`config.mk`:
```
export PLATFORM = sky130hd
export DESIGN_NAME = nonce_collector
export DESIGN_NICKNAME = d
export VERILOG_FILES = /design/src/rtl/nonce_collector_pkg.sv /design/src/rtl/nonce_fifo.sv /design/src/rtl/nonce_collector.sv
export SDC_FILE = /design/constraint.sdc
export NUM_CORES = 1
export LEC_CHECK = 0
export ABC_AREA = 1
export BUFFER_PORTS_ARGS = -buffer_cell sky130_fd_sc_hd__clkbuf_2
export CAP_MARGIN = 0
export CORE_UTILIZATION = 40
export DETAILED_ROUTE_END_ITERATION = 6
export SYNTH_ARGS = -nofsm -noshare
export SYNTH_HDL_FRONTEND = slang
export SYNTH_HIERARCHICAL = 1
export SYNTH_SLANG_ARGS = --single-unit
```
`constraint.sdc`:
```
create_clock -name clk -period 12.2 [get_ports clk]
set_clock_uncertainty 0.05 [all_clocks]
set_input_delay 0 -clock clk [delete_from_list [all_inputs] [get_ports clk]]
set_output_delay 0 -clock clk [all_outputs]
set_load 0.05 [all_outputs]
```
`src/rtl/nonce_collector_pkg.sv`:
```
// Shared defaults, FIFO entry layout and the round-robin index helper for nonce_collector.
package nonce_collector_pkg;

  localparam int NUM_CH_DEF  = 4;
  localparam int NONCE_W_DEF = 32;
  localparam int DEPTH_DEF   = 8;
  localparam int CH_W_DEF    = (NUM_CH_DEF > 2) ? $clog2(NUM_CH_DEF) : 1;

  typedef struct packed {
    logic [CH_W_DEF-1:0]    ch;
    logic [NONCE_W_DEF-1:0] nonce;
  } fifo_entry_t;

  // Channel reached after stepping 'off' places past 'base' on a ring of n channels.
  function automatic int rr_index(input int base, input int off, input int n);
    return (base + off) % n;
  endfunction

endpackage

```
`src/rtl/nonce_fifo.sv`:
```
// Synchronous FIFO with registered storage and occupancy counter.
// Push is ignored when full unless a pop happens in the same cycle; pop is ignored when empty.
module nonce_fifo #(
  parameter int WIDTH = 8,
  parameter int DEPTH = 8,
  localparam int AW    = (DEPTH > 2) ? $clog2(DEPTH) : 1,
  localparam int LVL_W = $clog2(DEPTH + 1)
) (
  input  logic             clk,
  input  logic             reset,
  input  logic             push,
  input  logic             pop,
  input  logic [WIDTH-1:0] wdata,
  output logic [WIDTH-1:0] rdata,
  output logic             empty,
  output logic             full,
  output logic [LVL_W-1:0] level
);

  logic [WIDTH-1:0] mem [DEPTH];
  logic [AW-1:0]    wr_ptr;
  logic [AW-1:0]    rd_ptr;
  logic [LVL_W-1:0] count;
  logic             do_push;
  logic             do_pop;

  assign empty   = (count == '0);
  assign full    = (count == LVL_W'(DEPTH));
  assign do_pop  = pop && !empty;
  assign do_push = push && (!full || do_pop);
  assign rdata   = mem[rd_ptr];
  assign level   = count;

  // Storage has no reset; the head is only meaningful while count is non-zero.
  always_ff @(posedge clk) begin
    if (!reset && do_push) begin
      mem[wr_ptr] <= wdata;
    end
  end

  always_ff @(posedge clk) begin
    if (reset) begin
      wr_ptr <= '0;
      rd_ptr <= '0;
      count  <= '0;
    end else begin
      if (do_push) begin
        wr_ptr <= wr_ptr + AW'(1);
      end
      if (do_pop) begin
        rd_ptr <= rd_ptr + AW'(1);
      end
      if (do_push && !do_pop) begin
        count <= count + LVL_W'(1);
      end else if (!do_push && do_pop) begin
        count <= count - LVL_W'(1);
      end
    end
  end

endmodule

```
`src/rtl/nonce_collector.sv`:
```
// Collects nonces from NUM_CH cores via per-channel pending registers, a round-robin
// arbiter and a FIFO with a valid/ready output; sticky finished/overflow status.
module nonce_collector
  import nonce_collector_pkg::*;
#(
  parameter int NUM_CH  = NUM_CH_DEF,
  parameter int NONCE_W = NONCE_W_DEF,
  parameter int DEPTH   = DEPTH_DEF,
  localparam int CH_W   = (NUM_CH > 2) ? $clog2(NUM_CH) : 1,
  localparam int LVL_W  = $clog2(DEPTH + 1)
) (
  input  logic                      clk,
  input  logic                      reset,
  input  logic                      clear,
  input  logic [NUM_CH-1:0]         valid,
  input  logic [NUM_CH*NONCE_W-1:0] nonce,
  input  logic                      ready,
  output logic [NONCE_W-1:0]        nonce_out,
  output logic [CH_W-1:0]           ch_out,
  output logic                      valid_sal,
  output logic                      finished,
  output logic                      overflow,
  output logic [LVL_W-1:0]          level
);

  localparam int ENTRY_W = CH_W + NONCE_W;

  logic                 srst;
  logic [NUM_CH-1:0]    pend_vld;
  logic [NONCE_W-1:0]   pend_dat [NUM_CH];
  logic [CH_W-1:0]      rr_ptr;

  logic                 grant_vld;
  logic [CH_W-1:0]      grant_ch;
  logic [NUM_CH-1:0]    grant_oh;
  logic [NONCE_W-1:0]   grant_dat;
  logic                 can_push;

  logic                 fifo_pop;
  logic [ENTRY_W-1:0]   fifo_wdata;
  logic [ENTRY_W-1:0]   fifo_rdata;
  logic                 fifo_empty;
  logic                 fifo_full;
  logic [LVL_W-1:0]     fifo_level;

  assign srst     = reset | clear;
  assign fifo_pop = !fifo_empty && ready;
  // A pop in the same cycle frees the slot the grant is about to fill.
  assign can_push = !fifo_full || fifo_pop;

  always_comb begin
    grant_vld = 1'b0;
    grant_ch  = '0;
    grant_oh  = '0;
    grant_dat = '0;
    for (int k = 1; k <= NUM_CH; k++) begin
      if (!grant_vld && can_push && pend_vld[rr_index(int'(rr_ptr), k, NUM_CH)]) begin
        grant_vld = 1'b1;
        grant_ch  = CH_W'(rr_index(int'(rr_ptr), k, NUM_CH));
        grant_oh[rr_index(int'(rr_ptr), k, NUM_CH)] = 1'b1;
        grant_dat = pend_dat[rr_index(int'(rr_ptr), k, NUM_CH)];
      end
    end
  end

  assign fifo_wdata = {grant_ch, grant_dat};

  always_ff @(posedge clk) begin
    if (srst) begin
      pend_vld <= '0;
      rr_ptr   <= CH_W'(NUM_CH - 1);
      finished <= 1'b0;
      overflow <= 1'b0;
      for (int i = 0; i < NUM_CH; i++) begin
        pend_dat[i] <= '0;
      end
    end else begin
      if (grant_vld) begin
        rr_ptr   <= grant_ch;
        finished <= 1'b1;
      end
      for (int i = 0; i < NUM_CH; i++) begin
        if (valid[i] && (!pend_vld[i] || grant_oh[i])) begin
          pend_vld[i] <= 1'b1;
          pend_dat[i] <= nonce[i*NONCE_W +: NONCE_W];
        end else begin
          if (valid[i]) begin
            overflow <= 1'b1;
          end
          if (grant_oh[i]) begin
            pend_vld[i] <= 1'b0;
          end
        end
      end
    end
  end

  nonce_fifo #(
    .WIDTH (ENTRY_W),
    .DEPTH (DEPTH)
  ) u_fifo (
    .clk   (clk),
    .reset (srst),
    .push  (grant_vld),
    .pop   (fifo_pop),
    .wdata (fifo_wdata),
    .rdata (fifo_rdata),
    .empty (fifo_empty),
    .full  (fifo_full),
    .level (fifo_level)
  );

  assign valid_sal = !fifo_empty;
  assign nonce_out = fifo_empty ? '0 : fifo_rdata[NONCE_W-1:0];
  assign ch_out    = fifo_empty ? '0 : fifo_rdata[ENTRY_W-1 -: CH_W];
  assign level     = fifo_level;

endmodule

```
==> reports/qor.yml, run 1 <==
min_period_ns: 5.271
wl_um: 58010
drc_errors: 0
start_util_pct: 40.54
startpoint: "rr_ptr[0]"
htreeDepth: 2
dr_total_vias: 17240
cp.required_ns: 12.39
cts_tree: "yes"
hold_violations: 0
grt_overflow_total: 0
fmax_mhz: 189.7
fp.coreArea_sq_um: 52660
port_buffers: 176
cts_sinks: 423
clkLatencyLatePin_ns: 0.58
antenna_found_initial: 0
cts_buffer_depth: 3
cts_buffers: 43
intPower_mw: 3.341
grt_pass1_vias: 16140
worstSetupPathType: "flip-flop to flip-flop"
avgViaCountPerCell: 5.105
leakagePower_nw: 10.57
dpl.hpwl_um: 35180
grt_max_degree: 109
antenna_left: 0
clk_pin_slew_ns: 0.06
power_density_nw_per_um2: 222.9
placedCellCount: 3167
yosysSeqAreaShare_pct: 58.43
die-height_um: 233.0
final_common_cell: "nor2_1"
ys_ff_latch: 423
end_kind: "flip-flop"
vdd_drop_max_uv: 144.7
rows: 84
p_clk_share_pct: 24.1
critPathMaxFanout: 108
gp_congestion: 0.8954
area.growth.synth_to_final_pct: 18.98
die_area_sq_um: 54290
synthesis.area_sq_um: 21350
hp-class: "input port to flip-flop"
fin_nets: 2809
drtIter0Drc: 1487
layout_common_cells: "nor2_1, o21ai_0, edfxtp_1"
worstHoldStart: "nonce[73]"
layoutNonFillerInstCount: 3377
n_antenna_cell: 0
syn_inst: 2426
netSwitchingFraction_pct: 40.99
worstMarginPinSlew_ns: 1.091
synth.distinct_cells: 34
ioPinCount: 177
dr.pass1.iters: 6
clockRootBuffer: "clkbuf_16"
reg2reg_from: "rr_ptr[0]"
post_drt_wl_per_cell_um: 17.18
status: "completed"
fin_crit_sh_pct: 43.20
slew_headroom_pct: 27.08
p_sw_mw: 2.321
drive_gt1_share_pct: 11.68
setup_viol: 0
pwr-share-comb_pct: 39.5
drv_cap: 0
worstPathArrival_ns: 5.46
fin_tns_setup_ns: 0
seqPwrFrac_pct: 36.3
drv_slew: 0
rsz0062_at_grt: "no"
yosysWarnings: 6
grt_pass1_wl_um: 89840
fp.dieW_um: 233.0
grt_usage_pct: 21.29
syn_nets: 2576
crit_path_start_kind: "flip-flop"
syn_avg_cell_area_sq_um: 8.799
critical path, stage by stage, from the launching register on:
cell and delay [ns]:
dfxtp_4 0.72, buf_4 0.84, nand2_1 0.22, nand3_2 0.15, nand2_1 0.10, nor2_4 0.82
nor2_4 0.09, nand2_1 0.31, nand3_1 0.27, nor2_2 0.82, buf_4 0.45
cells by family after synthesis:
group | synth area share [%]
fa+ha+maj | 0.8558
compound gates | 14.40
flops | 58.43
simple gates | 18.10
buf+inv | 8.100
xor+xnor | 0.1231
area by class of cell:
cell class                 count  area (sq um)
inverter                     265         996.0
clock buffer                  50          1102
clock inverter                25         351.6
timing repair buffer         338          2435
multi-input combinational   1588          7168
fill                        4808         27260
tap                          688         860.8
sequential                   423         12480
timing repair:
action                                 CTS  global route
setup buffers                            0             0
endpoints found under the hold margin  142             0
hold buffers                           135             0
resized for setup                        0             0
flip-flops by register name (all words and copies together), names as in the netlist, named ones only:
signal,count
finished,1
overflow,1
pend_dat,128
pend_vld,4
rr_ptr,2
u_fifo/level,4
u_fifo/mem,272
u_fifo/rd_ptr,3
u_fifo/wr_ptr,3
cells in the mapped netlist (all sizes together):
cell type | n | area (sq um)
nor2 | 563 | 2161
o21ai | 497 | 2491
edfxtp | 400 | 12010
nand2 | 323 | 1225
inv | 264 | 990.9
a21oi | 108 | 540.5
clkbuf | 97 | 367.8
buf | 53 | 366.6
nand4 | 35 | 219.0
nand3 | 34 | 225.2
dfxtp | 23 | 460.4
ha | 13 | 162.7
nor3 | 4 | 20.02
o211ai | 3 | 22.52
xor2 | 3 | 26.28
a31oi | 1 | 12.51
clkinv | 1 | 3.750
fa | 1 | 20.02
nand3b | 1 | 7.510
nor4 | 1 | 6.260
o22ai | 1 | 6.260
through the flow:
stage,total power [mW],worst slack [ns],utilization (%),hold WS (ns),area [sq um]
6_report,5.662,6.929,48.23,0.2057,25400
5_1_grt,6.004,6.574,48.23,0.1982,25400
4_1_cts,5.681,6.988,48.23,0.1742,25400
3_5_place_dp,4.275,6.984,42.91,0.2534,22590
3_3_place_gp,4.227,7.032,42.91,0.2457,22590
2_1_floorplan,3.637,7.630,-,0.1154,21350
worst paths after layout:
kind | endpoint | slack, ns | depth (start not counted)
setup / recovery | u_fifo/mem[7][28] | 6.93 | 10
hold / removal | pend_dat[2][9] | 0.21 | 4
setup reg to reg | u_fifo/mem[7][28] | 6.93 | 10
hold reg to reg | u_fifo/rd_ptr[2] | 0.44 | 2
power by group through the flow:
stage                     sequential [mW]  clock [mW]  combinational (mW)
after detailed placement             2.09           0                2.19
after global routing                 2.07        1.45                2.48
after global placement               2.08           0                2.14
after floorplan                      2.04           0                1.59
after CTS                            2.06        1.40                2.23
final                                2.06        1.37                2.24
routing by layer:
| metal | track usage (%) | share of wire [%] |
|---|---|---|
| met1 | 30.38 | 46 |
| met2 | 34.06 | 46 |
| met3 | 3.100 | 6.1 |
| met4 | 5.004 | 1.8 |
| met5 | 0 | 0 |
Note: power is estimated with default switching activity, not from simulation.
==> run 2, diff against run 1 <==
==> constraint.sdc (replaced) <==
create_clock -name clk -period 5 [get_ports clk]
set_clock_uncertainty 0.05 [all_clocks]
set_input_delay 0 -clock clk [delete_from_list [all_inputs] [get_ports clk]]
set_output_delay 0 -clock clk [all_outputs]
set_load 0.05 [all_outputs]
==> reports/qor.yml, run 2 (same netlist as run 1, synthesis figures left out) <==
critical_path.max_stage_delay_ns: 0.71  # -0.13 ns
end_kind: "flip-flop"
n_antenna_cell: 0  # unchanged
cts_tree: "yes"
antenna_left: 0  # unchanged
antenna_found_initial: 0  # unchanged
cts_buffer_depth: 3  # unchanged
clk_pin_slew_ns: 0.06  # about the same
use_met1_pct: 29.23  # -1.2 points
drc_errors: 0  # unchanged
multi_input_area_sq_um: 7168  # unchanged
final_common_cell: "nor2_1"
top_usage_layer: "met2"
port_buffers: 176  # unchanged
worstPathArrival_ns: 4.50  # -0.96 ns
path_cells: "inv_2, ha_2, inv_2, nand3_1, nand2_1, nand2_1, nor2_4, buf_4, a21oi_1, nand3_2, nand3_2, nor2_1"
worstSetupPathType: "flip-flop to flip-flop"
critPathMaxFanout: 60  # -44%
fillCellCount: 4771  # -0.77%
fin_ws_ns: 0.8404  # -6.089 ns
drive_gt1_share_pct: 12.03  # +0.36 points
fin_crit_sh_pct: 83.19  # +40 points
post_drt_wl_per_cell_um: 17.25  # +0.41%
fin_nets: 2819  # +0.36%
die-height_um: 233.0  # unchanged
layout_common_cells: "nor2_1, o21ai_0, edfxtp_1"
drv_slew: 0  # unchanged
clockRootBuffer: "clkbuf_16"
pre_cts_slack_ns: 0.8607  # -6.123 ns
status: "completed"
reg_top3: "u_fifo/mem (272), pend_dat (128)"
crit_path_start_kind: "flip-flop"
worstMarginPinSlew_ns: 1.084  # -0.007348 ns
slew_headroom_pct: 27.74  # +0.66 points
finalPower_mw: 14.02  # +150%
fp.coreArea_sq_um: 52660  # unchanged
gp_congestion: 0.8589  # -4.1%
drtIter0Drc: 1315  # -12%
cts_buffers: 44  # +2.3%
setup_viol: 0  # unchanged
drv_cap: 0  # unchanged
postCtsSetupRepairBufs: 0  # unchanged
cts_sinks: 423  # unchanged
vdd_drop_max_uv: 374.6  # +160%
htreeDepth: 2  # unchanged
grt_util_met3_pct: 2.880  # -0.22 points
seq_area_sq_um: 12480  # unchanged
fp.dieW_um: 233.0  # unchanged
grt_usage_pct: 21.61  # +0.31 points
slowest_stage: "dfxtp_4"
grt_pass1_vias: 16700  # +3.5%
avgViaCountPerCell: 5.134  # +0.58%
power_density_nw_per_um2: 548.8  # +150%
grt.met2_usage_pct: 36.08  # +2.0 points
area.growth.synth_to_final_pct: 19.70
grt_pass1_wl_um: 91290  # +1.6%
rsz0062_at_grt: "no"
holdWs_ns: 0.2165  # +0.01085 ns
rows: 84  # unchanged
fmax_mhz: 240.4  # +27%
dr_total_vias: 17400  # +0.94%
top_register: "u_fifo/mem"
largest_register_ffs: 272  # unchanged
ctsResizeCount: 0  # unchanged
fin_tns_setup_ns: 0  # unchanged
leakagePower_nw: 10.65  # +0.82%
clkLatencyLatePin_ns: 0.57  # about the same
grt_max_degree: 112  # +2.8%
die_area_sq_um: 54290  # unchanged
start_util_pct: 40.54  # unchanged
hp-class: "input port to flip-flop"
dpl.hpwl_um: 36360  # +3.3%
ioPinCount: 177  # unchanged
min_period_ns: 4.160  # -1.111 ns
dr.pass1.iters: 6  # unchanged
cp.required_ns: 5.34  # -7.05 ns
wl_um: 58460  # +0.77%
grt_overflow_total: 0  # unchanged
hold_violations: 0  # unchanged
-- run 2: cell types whose count changed in the layout (fill, tap and decap cells not counted), sizes merged --
| cell | previous run | this run |
|---|---|---|
| buf | 27 | 36 |
| clkinv | 15 | 20 |
| clkbuf | 226 | 223 |
| bufinv | 8 | 10 |
| inv | 266 | 265 |
-- run 2: layer usage --
metal	share of wire [%]	vias up	wire length (um)
li1	-	8540	-
met1	44	8169	25630
met2	48	596	27830
met3	6.2	95	3640
met4	2.3	0	1355
met5	0	-	0
-- run 2: worst max-delay path: cells and delay by family (launching register included) --
| kind | cells | cell delay, ns |
|---|---|---|
| DFF | 1 | 0.71 |
| adders and majority gates | 1 | 0.47 |
| buffers and inverters | 3 | 0.88 |
| AOI/OAI and AO/OA | 1 | 0.18 |
| and+or+nand+nor | 7 | 1.60 |
-- run 2: timing repair --
action | 4_1_cts | 5_1_grt
hold buffers | 135 | 0
endpoints found under the hold margin | 142 | 0
endpoints found under the setup margin | 0 | 0
-- run 2: final cells by class --
| type | instances | share of cell area [%] |
|---|---|---|
| clock buffers | 47 | 4.353 |
| clock inverters | 31 | 1.626 |
| inverters | 265 | 3.898 |
| multi-input cells | 1588 | 28.05 |
| flip-flops and latches | 423 | 48.86 |
| well taps | 688 | 3.369 |
| repair buffers | 347 | 9.842 |
-- run 2: power breakdown --
group	switching [mW]	internal, mW
Sequential	0.219	4.81
Combinational	4.13	1.37
Clock	1.37	2.13
Total	5.72	8.30
-- run 2: stage by stage --
step / cells / utilization, % / area [sq um]
final: 3389 / 48.53 / 25550
after global routing: 3389 / 48.53 / 25550
after CTS: 3389 / 48.53 / 25550
after detailed placement: 3176 / 43.06 / 22670
after global placement: 3176 / 43.06 / 22670
after floorplan: 2426 / - / 21350
-- run 2: path summary, 6_finish.rpt --
kind                      end  slack, ns  depth (start not counted)             start
min reg2reg  u_fifo/rd_ptr[2]       0.45                          2  u_fifo/rd_ptr[2]
min           pend_dat[0][30]       0.22                          4         nonce[30]
max            pend_dat[3][5]       0.84                         12         rr_ptr[0]
max reg2reg    pend_dat[3][5]       0.84                         12         rr_ptr[0]
==> run 3, diff against run 2 <==
==> constraint.sdc (replaced) <==
create_clock -name clk -period 4.2 [get_ports clk]
set_clock_uncertainty 0.05 [all_clocks]
set_input_delay 0 -clock clk [delete_from_list [all_inputs] [get_ports clk]]
set_output_delay 0 -clock clk [all_outputs]
set_load 0.05 [all_outputs]
==> reports/qor.yml, run 3 (same netlist as run 1, synthesis figures left out) <==
drv_slew: 0  # unchanged
fp.coreArea_sq_um: 52660  # unchanged
top_register: "u_fifo/mem"
cts_tree: "yes"
die-height_um: 233.0  # unchanged
hold_buffers: 135  # unchanged
largest_register_ffs: 272  # unchanged
die_area_sq_um: 54290  # unchanged
clk_pin_slew_ns: 0.06  # about the same
start_util_pct: 40.54  # unchanged
ctsResizeCount: 0  # unchanged
grt_usage_pct: 21.72  # +0.11 points
fin_ws_ns: 0.6520  # -0.1884 ns
critical_path.max_stage_delay_ns: 0.51  # -0.20 ns
critPathMaxFanout: 25  # -58%
setup_viol: 0  # unchanged
port_buffers: 176  # unchanged
area.growth.synth_to_final_pct: 19.25
dr.pass1.iters: 6  # unchanged
crit_path_start_kind: "flip-flop"
worstSetupPathType: "flip-flop to flip-flop"
slew_headroom_pct: 28.14  # +0.40 points
worstMarginPinSlew_ns: 1.078  # -0.006007 ns
rows: 84  # unchanged
end_kind: "flip-flop"
fillCellCount: 4873  # +2.1%
cp.required_ns: 4.64  # -0.70 ns
dpl.hpwl_um: 35560  # -2.2%
drc_errors: 0  # unchanged
htreeDepth: 2  # unchanged
grt_pass1_vias: 16830  # +0.79%
finalPower_mw: 16.33  # +16%
clkLatencyLatePin_ns: 0.59  # +0.02 ns
grt_max_degree: 137  # +22%
reg_top3: "u_fifo/mem (272), pend_dat (128)"
drv_cap: 0  # unchanged
cts_sinks: 423  # unchanged
worstHoldStart: "nonce[56]"
drtIter0Drc: 1394  # +6.0%
layout_common_cells: "nor2_1, o21ai_0, edfxtp_1"
holdWs_ns: 0.2015  # -0.01504 ns
final_common_cell: "nor2_1"
wl_um: 58420  # about the same
worstPathArrival_ns: 3.99  # -0.51 ns
post_drt_wl_per_cell_um: 17.21  # -0.23%
drive_gt1_share_pct: 12.08  # +0.052 points
gp_congestion: 0.8550  # -0.45%
min_period_ns: 3.548  # -0.6116 ns
pre_cts_slack_ns: 0.7305  # -0.1302 ns
reg2reg_from: "rr_ptr[0]"
grt_overflow_total: 0  # unchanged
grt_pass1_wl_um: 91760  # +0.51%
hold_violations: 0  # unchanged
avgViaCountPerCell: 5.135  # about the same
fin_util_pct: 48.34  # -0.18 points
power_density_nw_per_um2: 641.3  # +17%
leakagePower_nw: 10.60  # -0.51%
status: "completed"
vdd_drop_max_uv: 667.9  # +78%
ioPinCount: 177  # unchanged
antenna_left: 0  # unchanged
fmax_mhz: 281.9  # +17%
postCtsSetupRepairBufs: 0  # unchanged
cts_buffers: 45  # +2.3%
rsz0062_at_grt: "no"
fin_tns_setup_ns: 0  # unchanged
antenna_found_initial: 1  # +1
slowest_stage: "dfxtp_4"
clockRootBuffer: "clkbuf_16"
fp.dieW_um: 233.0  # unchanged
hp-class: "input port to flip-flop"
cts_buffer_depth: 3  # unchanged
path_cells: "inv_2, ha_2, inv_2, nand3_1, nand3_1, nand2_2, nor2_4, nand2_1, nand2_1, nand2_1, inv_1, ha_1, inv_1, ha_1, a21oi_1, nand2_1, nand2_1, nand3_1, nand2_1, inv_1"
fin_nets: 2821  # +0.071%
fin_crit_sh_pct: 84.48  # +1.3 points
dr_total_vias: 17430  # +0.18%
crit_path_frequent_cell: "nand2_1"
startpoint: "rr_ptr[0]"
run 3: power by group:
| group | total (mW) | leakage, nW | internal (mW) | switching, mW |
|---|---|---|---|---|
| sequential | 5.96 | 4.17 | 5.72 | 0.233 |
| clock | 3.80 | 0.682 | 2.14 | 1.66 |
| combinational | 6.57 | 5.74 | 1.63 | 4.94 |
| total | 16.3 | 10.6 | 9.49 | 6.83 |
run 3: stage by stage:
step                      area (sq um)  instances
after global routing             25460       3395
final                            25460       3395
after detailed placement         22690       3177
after CTS                        25450       3394
after floorplan                  21350       2426
after global placement           22690       3177
run 3: per-layer routing:
layer  global-route usage [%]  wire, um  vias to the layer above
li1                         -         -                     8555
met1                    29.48     25550                     8135
met2                    35.40     27520                      641
met3                    2.978      3857                      101
met4                    7.843      1491                        0
met5                        0         0                        -
run 3: layout make-up:
class | count | area [sq um] | share of cell area (%)
multi-input combinational | 1588 | 7168 | 28.16
antenna | 1 | 2.502 | 0.009830
clock inverter | 31 | 239.0 | 0.9388
tap | 688 | 860.8 | 3.382
timing repair buffer | 348 | 2535 | 9.958
inverter | 265 | 996.0 | 3.913
sequential | 423 | 12480 | 49.04
clock buffer | 51 | 1170 | 4.596
run 3: critical path, delay by kind of cell, from the launching register on:
family	cells	cell delay (ns)
adders and majority gates	3	0.84
AOI/OAI and AO/OA	1	0.19
and+or+nand+nor	11	1.39
DFF	1	0.51
buffers and inverters	5	0.45
run 3: worst paths after layout:
kind | slack (ns) | to | cells past startpoint
worst max-delay path | 0.65 | u_fifo/level[3] | 20
worst min-delay path | 0.20 | pend_dat[1][24] | 4
worst max register to register | 0.65 | u_fifo/level[3] | 20
worst min register to register | 0.46 | flip-flop | 2
